===== config.mk =====
export PLATFORM = sky130hd
export DESIGN_NAME = thor2024_fpu_sequencer_flat
export DESIGN_NICKNAME = d
export VERILOG_FILES = /design/src/rtl/thor2024_fpu_sequencer_pkg.sv /design/src/rtl/thor2024_fpu_sequencer_if.sv /design/src/rtl/thor2024_fpu_lat_lookup.sv /design/src/rtl/thor2024_fpu_sequencer.sv /design/src/flat_wrapper.sv
export SDC_FILE = /design/constraint.sdc
export NUM_CORES = 1
export LEC_CHECK = 0
export CORE_ASPECT_RATIO = 1.75
export CORE_UTILIZATION = 46
export DETAILED_ROUTE_END_ITERATION = 8
export PLACE_DENSITY = 0.85
export SYNTH_ARGS = -nofsm -noshare
export SYNTH_HDL_FRONTEND = slang
export SYNTH_SLANG_ARGS = --single-unit

===== constraint.sdc =====
create_clock -name clk -period 2.7 [get_ports clk]
set_clock_uncertainty 0.15 [all_clocks]
set_input_delay 0.27 -clock clk [delete_from_list [all_inputs] [get_ports clk]]
set_output_delay 0.27 -clock clk [all_outputs]
set_load 0.1 [all_outputs]

===== src/rtl/thor2024_fpu_sequencer_pkg.sv =====
// thor2024_fpu_sequencer_pkg -- shared types for the FPU sequencer slice.
// Rev 1.0
`default_nettype none
package thor2024_fpu_sequencer_pkg;

  localparam int c_QUE_ENTRIES = 16;
  localparam int c_QUE_NDXW    = $clog2(c_QUE_ENTRIES);

  typedef logic [c_QUE_NDXW-1:0]    que_ndx_t;
  typedef logic [c_QUE_ENTRIES-1:0] que_bitmask_t;

  typedef enum logic [2:0] {
    FOC_ADD  = 3'd0,
    FOC_MUL  = 3'd1,
    FOC_CVT  = 3'd2,
    FOC_DIV  = 3'd3,
    FOC_SQRT = 3'd4
  } fpu_op_class_t;

  typedef enum logic [1:0] {
    FSS_IDLE    = 2'd0,
    FSS_EXEC    = 2'd1,
    FSS_FLUSH   = 2'd2,
    FSS_WAIT_WB = 2'd3
  } fpu_seq_state_t;

endpackage
`default_nettype wire


===== src/rtl/thor2024_fpu_sequencer_if.sv =====
// thor2024_fpu_sequencer_if -- issue / datapath / writeback signals of the FPU sequencer.
// Rev 1.0
`default_nettype none
interface thor2024_fpu_sequencer_if;
  import thor2024_fpu_sequencer_pkg::*;

  logic          issue_v;
  que_ndx_t      issue_ndx;
  fpu_op_class_t issue_op;
  que_bitmask_t  cancel;
  logic          fpu_idle;
  logic          fpu_start;
  fpu_op_class_t fpu_op;
  que_ndx_t      busy_ndx;
  logic          wb_req;
  que_ndx_t      wb_ndx;
  logic          wb_exc;
  logic          wb_ack;

  modport master (
    output issue_v, issue_ndx, issue_op, cancel, wb_ack,
    input  fpu_idle, fpu_start, fpu_op, busy_ndx, wb_req, wb_ndx, wb_exc
  );

  modport slave (
    input  issue_v, issue_ndx, issue_op, cancel, wb_ack,
    output fpu_idle, fpu_start, fpu_op, busy_ndx, wb_req, wb_ndx, wb_exc
  );

endinterface
`default_nettype wire


===== src/rtl/thor2024_fpu_lat_lookup.sv =====
// thor2024_fpu_lat_lookup -- class-to-latency map; div/sqrt flagged illegal unless
// THOR_FPU_DIVSQRT_EN is defined. Rev 1.0
`default_nettype none
module thor2024_fpu_lat_lookup
  import thor2024_fpu_sequencer_pkg::*;
#(
  parameter int LAT_ADD  = 4,
  parameter int LAT_MUL  = 5,
  parameter int LAT_CVT  = 3,
`ifdef THOR_FPU_DIVSQRT_EN
  parameter int LAT_DIV  = 24,
  parameter int LAT_SQRT = 32,
`endif
  parameter int CNTW     = 6
) (
  input  fpu_op_class_t   i_op,
  output logic [CNTW-1:0] o_lat,
  output logic            o_illegal
);

  always_comb begin
    o_lat     = CNTW'(LAT_ADD);
    o_illegal = 1'b0;
    case (i_op)
      FOC_ADD:  o_lat = CNTW'(LAT_ADD);
      FOC_MUL:  o_lat = CNTW'(LAT_MUL);
      FOC_CVT:  o_lat = CNTW'(LAT_CVT);
`ifdef THOR_FPU_DIVSQRT_EN
      FOC_DIV:  o_lat = CNTW'(LAT_DIV);
      FOC_SQRT: o_lat = CNTW'(LAT_SQRT);
`else
      // One-cycle pass-through so the exception reaches writeback after E+1
      FOC_DIV, FOC_SQRT: begin
        o_lat     = CNTW'(1);
        o_illegal = 1'b1;
      end
`endif
      default: o_lat = CNTW'(LAT_ADD);
    endcase
  end

endmodule
`default_nettype wire


===== src/rtl/thor2024_fpu_sequencer.sv =====
// thor2024_fpu_sequencer -- sequences the shared FPU datapath and result-bus handshake.
// THOR_FPU_DIVSQRT_EN enables div/sqrt sequencing. Rev 1.0
`default_nettype none
module thor2024_fpu_sequencer
  import thor2024_fpu_sequencer_pkg::*;
#(
  parameter int LAT_ADD  = 4,
  parameter int LAT_MUL  = 5,
  parameter int LAT_CVT  = 3,
`ifdef THOR_FPU_DIVSQRT_EN
  parameter int LAT_DIV  = 24,
  parameter int LAT_SQRT = 32,
`endif
  parameter int CNTW     = 6
) (
  input  logic                      clk,
  input  logic                      rst,
  thor2024_fpu_sequencer_if.slave   sif
);

  fpu_seq_state_t  r_state, w_state;
  logic [CNTW-1:0] r_cnt, w_cnt;
  logic            r_exc_pend, w_exc_pend;
  que_ndx_t        r_busy_ndx, w_busy_ndx;
  fpu_op_class_t   r_op, w_op;
  logic            w_start;
  logic            r_start, r_idle, r_wb_req, r_wb_exc;
  que_ndx_t        r_wb_ndx;

  logic [CNTW-1:0] w_lat;
  logic            w_illegal;
  logic            w_cnt_term;
  logic            w_cancel_issue;
  logic            w_cancel_busy;

  thor2024_fpu_lat_lookup #(
    .LAT_ADD  (LAT_ADD),
    .LAT_MUL  (LAT_MUL),
    .LAT_CVT  (LAT_CVT),
`ifdef THOR_FPU_DIVSQRT_EN
    .LAT_DIV  (LAT_DIV),
    .LAT_SQRT (LAT_SQRT),
`endif
    .CNTW     (CNTW)
  ) u_lat (
    .i_op      (sif.issue_op),
    .o_lat     (w_lat),
    .o_illegal (w_illegal)
  );

  assign w_cnt_term     = (r_cnt == CNTW'(1));
  assign w_cancel_issue = sif.cancel[sif.issue_ndx];
  assign w_cancel_busy  = sif.cancel[r_busy_ndx];

  always_comb begin
    w_state    = r_state;
    w_cnt      = r_cnt;
    w_exc_pend = r_exc_pend;
    w_busy_ndx = r_busy_ndx;
    w_op       = r_op;
    w_start    = 1'b0;
    case (r_state)
      FSS_IDLE: begin
        if (sif.issue_v) begin
          w_busy_ndx = sif.issue_ndx;
          w_op       = sif.issue_op;
          w_cnt      = w_lat;
          w_exc_pend = w_illegal;
          w_start    = ~w_illegal;
          w_state    = w_cancel_issue ? FSS_FLUSH : FSS_EXEC;
        end
      end
      FSS_EXEC: begin
        w_cnt = r_cnt - CNTW'(1);
        // A flush landing on the terminal cycle has nothing left to drain
        if (w_cancel_busy)   w_state = w_cnt_term ? FSS_IDLE : FSS_FLUSH;
        else if (w_cnt_term) w_state = FSS_WAIT_WB;
      end
      FSS_FLUSH: begin
        w_cnt = r_cnt - CNTW'(1);
        if (w_cnt_term) w_state = FSS_IDLE;
      end
      FSS_WAIT_WB: begin
        if (sif.wb_ack || w_cancel_busy) w_state = FSS_IDLE;
      end
      default: w_state = FSS_IDLE;
    endcase
  end

  always_ff @(posedge clk or posedge rst) begin
    if (rst) begin
      r_state    <= FSS_IDLE;
      r_cnt      <= '0;
      r_exc_pend <= 1'b0;
      r_busy_ndx <= '0;
      r_op       <= FOC_ADD;
      r_start    <= 1'b0;
      r_idle     <= 1'b1;
      r_wb_req   <= 1'b0;
      r_wb_exc   <= 1'b0;
      r_wb_ndx   <= '0;
    end else begin
      r_state    <= w_state;
      r_cnt      <= w_cnt;
      r_exc_pend <= w_exc_pend;
      r_busy_ndx <= w_busy_ndx;
      r_op       <= w_op;
      r_start    <= w_start;
      r_idle     <= (w_state == FSS_IDLE);
      r_wb_req   <= (w_state == FSS_WAIT_WB);
      r_wb_exc   <= (w_state == FSS_WAIT_WB) && w_exc_pend;
      r_wb_ndx   <= w_busy_ndx;
    end
  end

  assign sif.fpu_idle  = r_idle;
  assign sif.fpu_start = r_start;
  assign sif.fpu_op    = r_op;
  assign sif.busy_ndx  = r_busy_ndx;
  assign sif.wb_req    = r_wb_req;
  assign sif.wb_ndx    = r_wb_ndx;
  assign sif.wb_exc    = r_wb_exc;

endmodule
`default_nettype wire


===== src/flat_wrapper.sv =====
// flat-port wrapper written by rule: the top's interface ports become plain ports
module thor2024_fpu_sequencer_flat import thor2024_fpu_sequencer_pkg::*;
#(
  parameter int LAT_ADD  = 4,
  parameter int LAT_MUL  = 5,
  parameter int LAT_CVT  = 3,

  parameter int CNTW     = 6
)
  (clk, rst, sif_issue_v, sif_issue_ndx, sif_issue_op, sif_cancel, sif_wb_ack, sif_fpu_idle, sif_fpu_start, sif_fpu_op, sif_busy_ndx, sif_wb_req, sif_wb_ndx, sif_wb_exc);
  thor2024_fpu_sequencer_if sif_i ();
  input  logic clk;
  input  logic rst;
  input wire logic [$bits(sif_i.issue_v)-1:0] sif_issue_v;
  input wire logic [$bits(sif_i.issue_ndx)-1:0] sif_issue_ndx;
  input wire logic [$bits(sif_i.issue_op)-1:0] sif_issue_op;
  input wire logic [$bits(sif_i.cancel)-1:0] sif_cancel;
  input wire logic [$bits(sif_i.wb_ack)-1:0] sif_wb_ack;
  output wire logic [$bits(sif_i.fpu_idle)-1:0] sif_fpu_idle;
  output wire logic [$bits(sif_i.fpu_start)-1:0] sif_fpu_start;
  output wire logic [$bits(sif_i.fpu_op)-1:0] sif_fpu_op;
  output wire logic [$bits(sif_i.busy_ndx)-1:0] sif_busy_ndx;
  output wire logic [$bits(sif_i.wb_req)-1:0] sif_wb_req;
  output wire logic [$bits(sif_i.wb_ndx)-1:0] sif_wb_ndx;
  output wire logic [$bits(sif_i.wb_exc)-1:0] sif_wb_exc;
  assign sif_i.issue_v = sif_issue_v;
  assign sif_i.issue_ndx = sif_issue_ndx;
  assign sif_i.issue_op = sif_issue_op;
  assign sif_i.cancel = sif_cancel;
  assign sif_i.wb_ack = sif_wb_ack;
  assign sif_fpu_idle = sif_i.fpu_idle;
  assign sif_fpu_start = sif_i.fpu_start;
  assign sif_fpu_op = sif_i.fpu_op;
  assign sif_busy_ndx = sif_i.busy_ndx;
  assign sif_wb_req = sif_i.wb_req;
  assign sif_wb_ndx = sif_i.wb_ndx;
  assign sif_wb_exc = sif_i.wb_exc;
  thor2024_fpu_sequencer #(.LAT_ADD(LAT_ADD), .LAT_MUL(LAT_MUL), .LAT_CVT(LAT_CVT), .CNTW(CNTW)) u_core (.clk(clk), .rst(rst), .sif(sif_i));
endmodule

After elaboration in Yosys (flattened, before gate mapping)
Cells that the tools add are included.
- logic and storage cells: 52
- memory bits (read-only): 0
- bits in registers: 20
- memories: 0
- bits of input ports: 27
- memory bits (writable): 0
- latch bits: 0
- order comparisons: 2
- bitwise logic cells: 1
- divide/modulo/power cells: 0
- shift-type cells: 0
- reductions and logical operators: 9
- equality and inequality tests: 10
- $mul: 0
- multiplexer cells: 20
- add/sub/neg operators: 1
- operators by type and width (cell ; number):
    2-bit two-way mux ; 7
    6-bit one-hot mux with 2 select lines ; 1
    4-bit by 5-bit < comparator with 1-bit output (second input constant) ; 2
    3-bit one-hot mux with 3 select lines ; 1
    1-bit binary-select mux with 4-bit select ; 2
    2-bit one-hot mux with 4 select lines ; 1
    1-bit two-way mux ; 7
    2-bit equality test (second input constant) ; 3
    3-bit by 2-bit equality test with 1-bit output (second input constant) ; 2
    6-bit by 1-bit equality test with 1-bit output (second input constant) ; 1
    6-bit two-way mux ; 1
    6-bit by 1-bit subtractor with 6-bit output (second input constant) ; 1
    2-bit logical NOT ; 2
    2-bit AND reduction ; 2
    2-bit OR reduction ; 2
    3-bit by 1-bit equality test with 1-bit output (second input constant) ; 1
    3-bit equality test (second input constant) ; 1
    2-bit by 1-bit equality test with 1-bit output (second input constant) ; 1
    2-bit inequality test (second input constant) ; 1
    2-bit nonzero test ; 1
    1-bit logical AND ; 1
    1-bit logical OR ; 1
    1-bit NOT ; 1

Longest topological paths before layout
- depth in word-level cells: 7
- gate-level depth with buffers: 9
- gate-level depth less buffers: 8

By module
A second synthesis with hierarchy kept.
- cells, all modules: 143
- area, all modules: 1453.9 um^2
- modules (own cells, without submodules) (module ; area an instance (um^2) ; cells each ; instances):
    thor2024_fpu_sequencer ; 1381.3 ; 133 ; 1
    thor2024_fpu_lat_lookup ; 72.6 ; 10 ; 1

Worst setup path after synthesis
Ideal clock, no wire load.
- path kind: flip-flop to flip-flop
- from: register u_core.r_busy_ndx[2] (netlist: u_core.sif.busy_ndx[2])
- to: register u_core.r_wb_exc (netlist: u_core.sif.wb_exc)
- arrival time: 2568 ps
- stages on the path, launching flop included: 7
- path buffers: 0
- path slack: -114 ps
- clock period less this slack: 2814 ps
- setup time: 96 ps
- cells stage by stage: dfrtp_1 mux4_1 mux2i_1 mux2_2 mux2i_1 and3b_1 nor4_2
- cells in the longest elaborated chain, start to end: 7
- RTL lines (element ; RTL line ; RTL):
    from (decl) ; thor2024_fpu_sequencer.sv:24 ; que_ndx_t r_busy_ndx, w_busy_ndx;
    from (signal assigned) ; thor2024_fpu_sequencer.sv:106 ; r_busy_ndx <= w_busy_ndx;
    1-bit binary-select mux with 4-bit select (*) ; thor2024_fpu_sequencer.sv:53 ; assign w_cancel_busy = sif.cancel[r_busy_ndx];
    1-bit two-way mux (not written as such) (*) ; thor2024_fpu_sequencer.sv:53 ;
    1-bit logical OR ; thor2024_fpu_sequencer.sv:84 ; if (sif.wb_ack || w_cancel_busy) w_state = FSS_IDLE;
    2-bit two-way mux ; thor2024_fpu_sequencer.sv:84 ;
    2-bit one-hot mux with 4 select lines (*) ; thor2024_fpu_sequencer.sv:62 ; case (r_state)
    2-bit equality test (*) ; thor2024_fpu_sequencer.sv:111 ; r_wb_exc <= (w_state == FSS_WAIT_WB) && w_exc_pend;
    1-bit logical AND (*) ; thor2024_fpu_sequencer.sv:111 ;
    to (signal assigned) ; thor2024_fpu_sequencer.sv:111 ;
    to (decl) ; thor2024_fpu_sequencer.sv:27 ; logic r_start, r_idle, r_wb_req, r_wb_exc;
Every way passes the cells marked *; elsewhere a longest branch is shown, timed or not. The select of a mux whose other input is x is not followed.
A chain may end at the register's enable or synchronous reset.

Final worst setup path
- from: register u_core.r_state[0]
- to: register u_core.r_cnt[5]
- cells in the longest elaborated chain, start to end: 4
- RTL lines (element ; RTL line ; RTL):
    from (decl) ; thor2024_fpu_sequencer.sv:21 ; fpu_seq_state_t r_state, w_state;
    from (signal assigned) ; thor2024_fpu_sequencer.sv:103 ; r_state <= w_state;
    2-bit by 1-bit equality test with 1-bit output or 2-bit equality test (tied branches) ; thor2024_fpu_sequencer.sv:62 ;
    2-bit OR reduction (no source line) ; n/a ;
    2-bit nonzero test (no source line) ; n/a ;
    2-bit AND reduction (no source line) ; n/a ;
    to (signal assigned) ; thor2024_fpu_sequencer.sv:104 ; r_cnt <= w_cnt;
    to (decl) ; thor2024_fpu_sequencer.sv:22 ; logic [CNTW-1:0] r_cnt, w_cnt;
Several ways; a longest one is shown, not always the timed one.

==> run metrics <==
status=finished clean; R2R cell count=8; Root Driver=clkbuf_8; Worst setup EP type=register; Reg2Reg Setup Slack=between 300 and 400 ps; Setup Crit Path Kind=register to register; Mean Syn Cell Area=about 11 um2; DR pass1 iterations=4; final RePlAce weighted congestion=about 0.89; antenna cells=0; count of final setup violators=0; Slowest-stage cell, CP=or4_1; fillcell total=214; largest net degree at the start of global routing=21; HPWL Detailed=between 2000 and 3000 um; CP cell instances=inv_1, ha_1, nor2b_1, o21bai_1, or4_1, nor3_1, xnor2_1, nor2_1; CP peak stage delay=470 ps; CTS Sinks=20; DRT Wirelength=between 3000 and 4000 um; CP top delay family=simple AND/OR/NAND/NOR gates; footprint of the multi-input gates=roughly 750 um2; Starting Density=48.7%; Final nets=196; first-pass GRT wire length=between 5000 and 6000 um; Hold-fix buffers, CTS=0; EDFF count, synth=0; post-synthesis sequential area ratio=between 30% and 40%; # H-tree levels=1; Post-Syn Area=approximately 1300 um2; worst-path maximum fanout=9; clk_lat worst skew=250 ps; final number of hold-violating endpoints=0; reg2reg end=u_core.r_cnt[5]$_DFFE_PP0P_; Cells after Synth=~120; Slew @ Worst Pin=734 ps; Residual DRC=0; FFs w/ async S/R, synth=between 90% and 100%; Ports=42; CP bufs+invs=1; headroom to the max-slew limit=roughly half; Primary FF master, synth=dfrtp_1; antenna violations before repair=0; vias per std cell=about 6; Vias=~1,100; Critical Path Source Type=register; GRT overflow=0; YS warnings=0; Unique masters post-synth=39; CTS tree=yes; total track usage=22.6%; post-route antenna net violation count=0; max frequency=between 0.4 and 0.5 GHz; share of cells above drive strength 1=21.6%; TritonCTS Buffers=3; # Post-CTS Setup Buffers=0; floorplan core area=approximately 2700 um2; fin crit period=about 2400 ps; Clock Tree Buf Depth=2; Post-Syn Nets=between 150 and 200; setup TNS=0 ps; die area=around 3100 um2; vias in the first global route=between 1,000 and 1,500; number of port buffers=41; Die Wd=42.6 um; Area Growth Syn to Fin=34.5%; worst endpoint data arrival time=around 2400 ps; max-cap viol count=0; WL/cell=between 15 and 20 um; Placement Rows=25; worst r2r src=u_core.r_state[0]$_DFF_PP0_; post-CTS sizing=0; FF/Latch Area=approximately 500 um2; unrepaired setup endpoints after global routing=no; Final period util=approximately 87%; Die H=between 70 and 80 um; Pins Over Slew Limit=0; worst min path class=input pin to asynchronous set/reset pin; clock-pin transition on the worst setup and hold timing paths=70 ps; FF+latch count, synth=20; drt initial violations=30; Critical Path RT=2690 ps
## final cells by class
type / instances / share of cell area [%]
clock inverters: 1 / 1.68
multi-input cells: 85 / 41.9
flip-flops and latches: 20 / 28.2
repair buffers: 44 / 22.2
well taps: 27 / 1.89
clock buffers: 3 / 2.31
inverters: 9 / 1.89
## cells in the final DEF, fill, tap and decap left out, types with 2 or more instances in the layout
cell type / instances
mux2_2: 7
nor2b_1: 5
inv_1: 9
a2111oi_0: 3
a31oi_1: 2
nand2b_1: 2
xor2_1: 2
o21ai_0: 2
buf_4: 18
a21o_1: 3
mux4_2: 2
mux4_1: 4
clkdlybuf4s50_1: 26
a22o_1: 2
nand2_1: 3
a21oi_1: 6
mux2i_1: 5
dfrtp_1: 18
nor3_1: 3
a221oi_1: 2
ha_1: 6
clkbuf_8: 3
nor2_1: 11
## sequential cells by signal (all words and copies together) (netlist names)
name / cells
u_core.r_state: 2
u_core.sif.fpu_start: 1
u_core.sif.wb_exc: 1
u_core.sif.fpu_idle: 1
u_core.sif.fpu_op: 3
u_core.sif.wb_req: 1
u_core.r_exc_pend: 1
u_core.sif.busy_ndx: 4
u_core.r_cnt: 6
## through the flow
step	hold slack, ps	area (um2)	setup slack, ps	util [%]	cells
after detailed placement	336	1710	90.3	62.9	185
after global routing	388	1780	177	65.6	189
final	286	1780	345	65.6	189
after global placement	325	1710	106	62.9	185
after floorplan	83.0	1330	157	-	121
after CTS	317	1780	347	65.6	189
## routing by layer
| metal | up-vias | part of all wire, % | global-route usage, % |
|---|---|---|---|
| met5 | - | 0 | 0 |
| met4 | 0 | 2.1 | 10.4 |
| met3 | 8 | 4.2 | 2.72 |
| met2 | 48 | 57 | 44.1 |
| met1 | 543 | 37 | 22.8 |
| li1 | 533 | - | - |
## logic make-up (layout without fill, tap and decap cells)
family | count (synthesis) | in the layout | synth area share [%]
mux | 18 | 18 | 21.0
simple gates | 31 | 31 | 12.5
buf+inv | 16 | 57 | 5.85
xor+xnor | 3 | 3 | 1.98
compound gates | 27 | 27 | 15.1
fa+ha+maj | 6 | 6 | 5.66
flops | 20 | 20 | 37.8
## worst max-delay path by stage
stage / start / endpoint / slack, ps / depth (start not counted)
after CTS: u_core.r_state[0]$_DFF_PP0_ / u_core.r_cnt[5]$_DFFE_PP0P_ / 350 / 8
after global placement: sif_issue_ndx[0] / u_core.sif.wb_exc$_DFF_PP0_ / 110 / 8
final: u_core.r_state[0]$_DFF_PP0_ / u_core.r_cnt[5]$_DFFE_PP0P_ / 340 / 8
after detailed placement: sif_issue_ndx[0] / u_core.sif.wb_exc$_DFF_PP0_ / 90 / 8
after global routing: u_core.r_state[0]$_DFF_PP0_ / u_core.r_cnt[5]$_DFFE_PP0P_ / 180 / 8
after floorplan: u_core.sif.busy_ndx[3]$_DFFE_PP0P_ / u_core.sif.wb_exc$_DFF_PP0_ / 160 / 6
## Yosys cell counts, types with 2 or more instances
master / number / area (um2)
mux4_2: 2 / 45.0
xor2_1: 2 / 17.5
nor2_1: 11 / 41.3
buf_2: 2 / 10.0
nor2b_1: 5 / 31.3
nand2_1: 3 / 11.3
nand2b_1: 2 / 12.5
dfrtp_1: 19 / 475
buf_4: 4 / 30.0
mux2i_1: 5 / 50.1
a22o_1: 2 / 17.5
nor3_1: 3 / 15.0
a21oi_1: 6 / 30.0
a221oi_1: 2 / 17.5
a21o_1: 3 / 22.5
ha_1: 6 / 75.1
mux2_2: 7 / 78.8
mux4_1: 4 / 105
inv_1: 9 / 33.8
a2111oi_0: 3 / 26.3
o21ai_0: 2 / 10.0
a31oi_1: 2 / 12.5
Power is not shown: default switching activity piles up to over one toggle a cycle in this logic, so the estimate is an artifact.
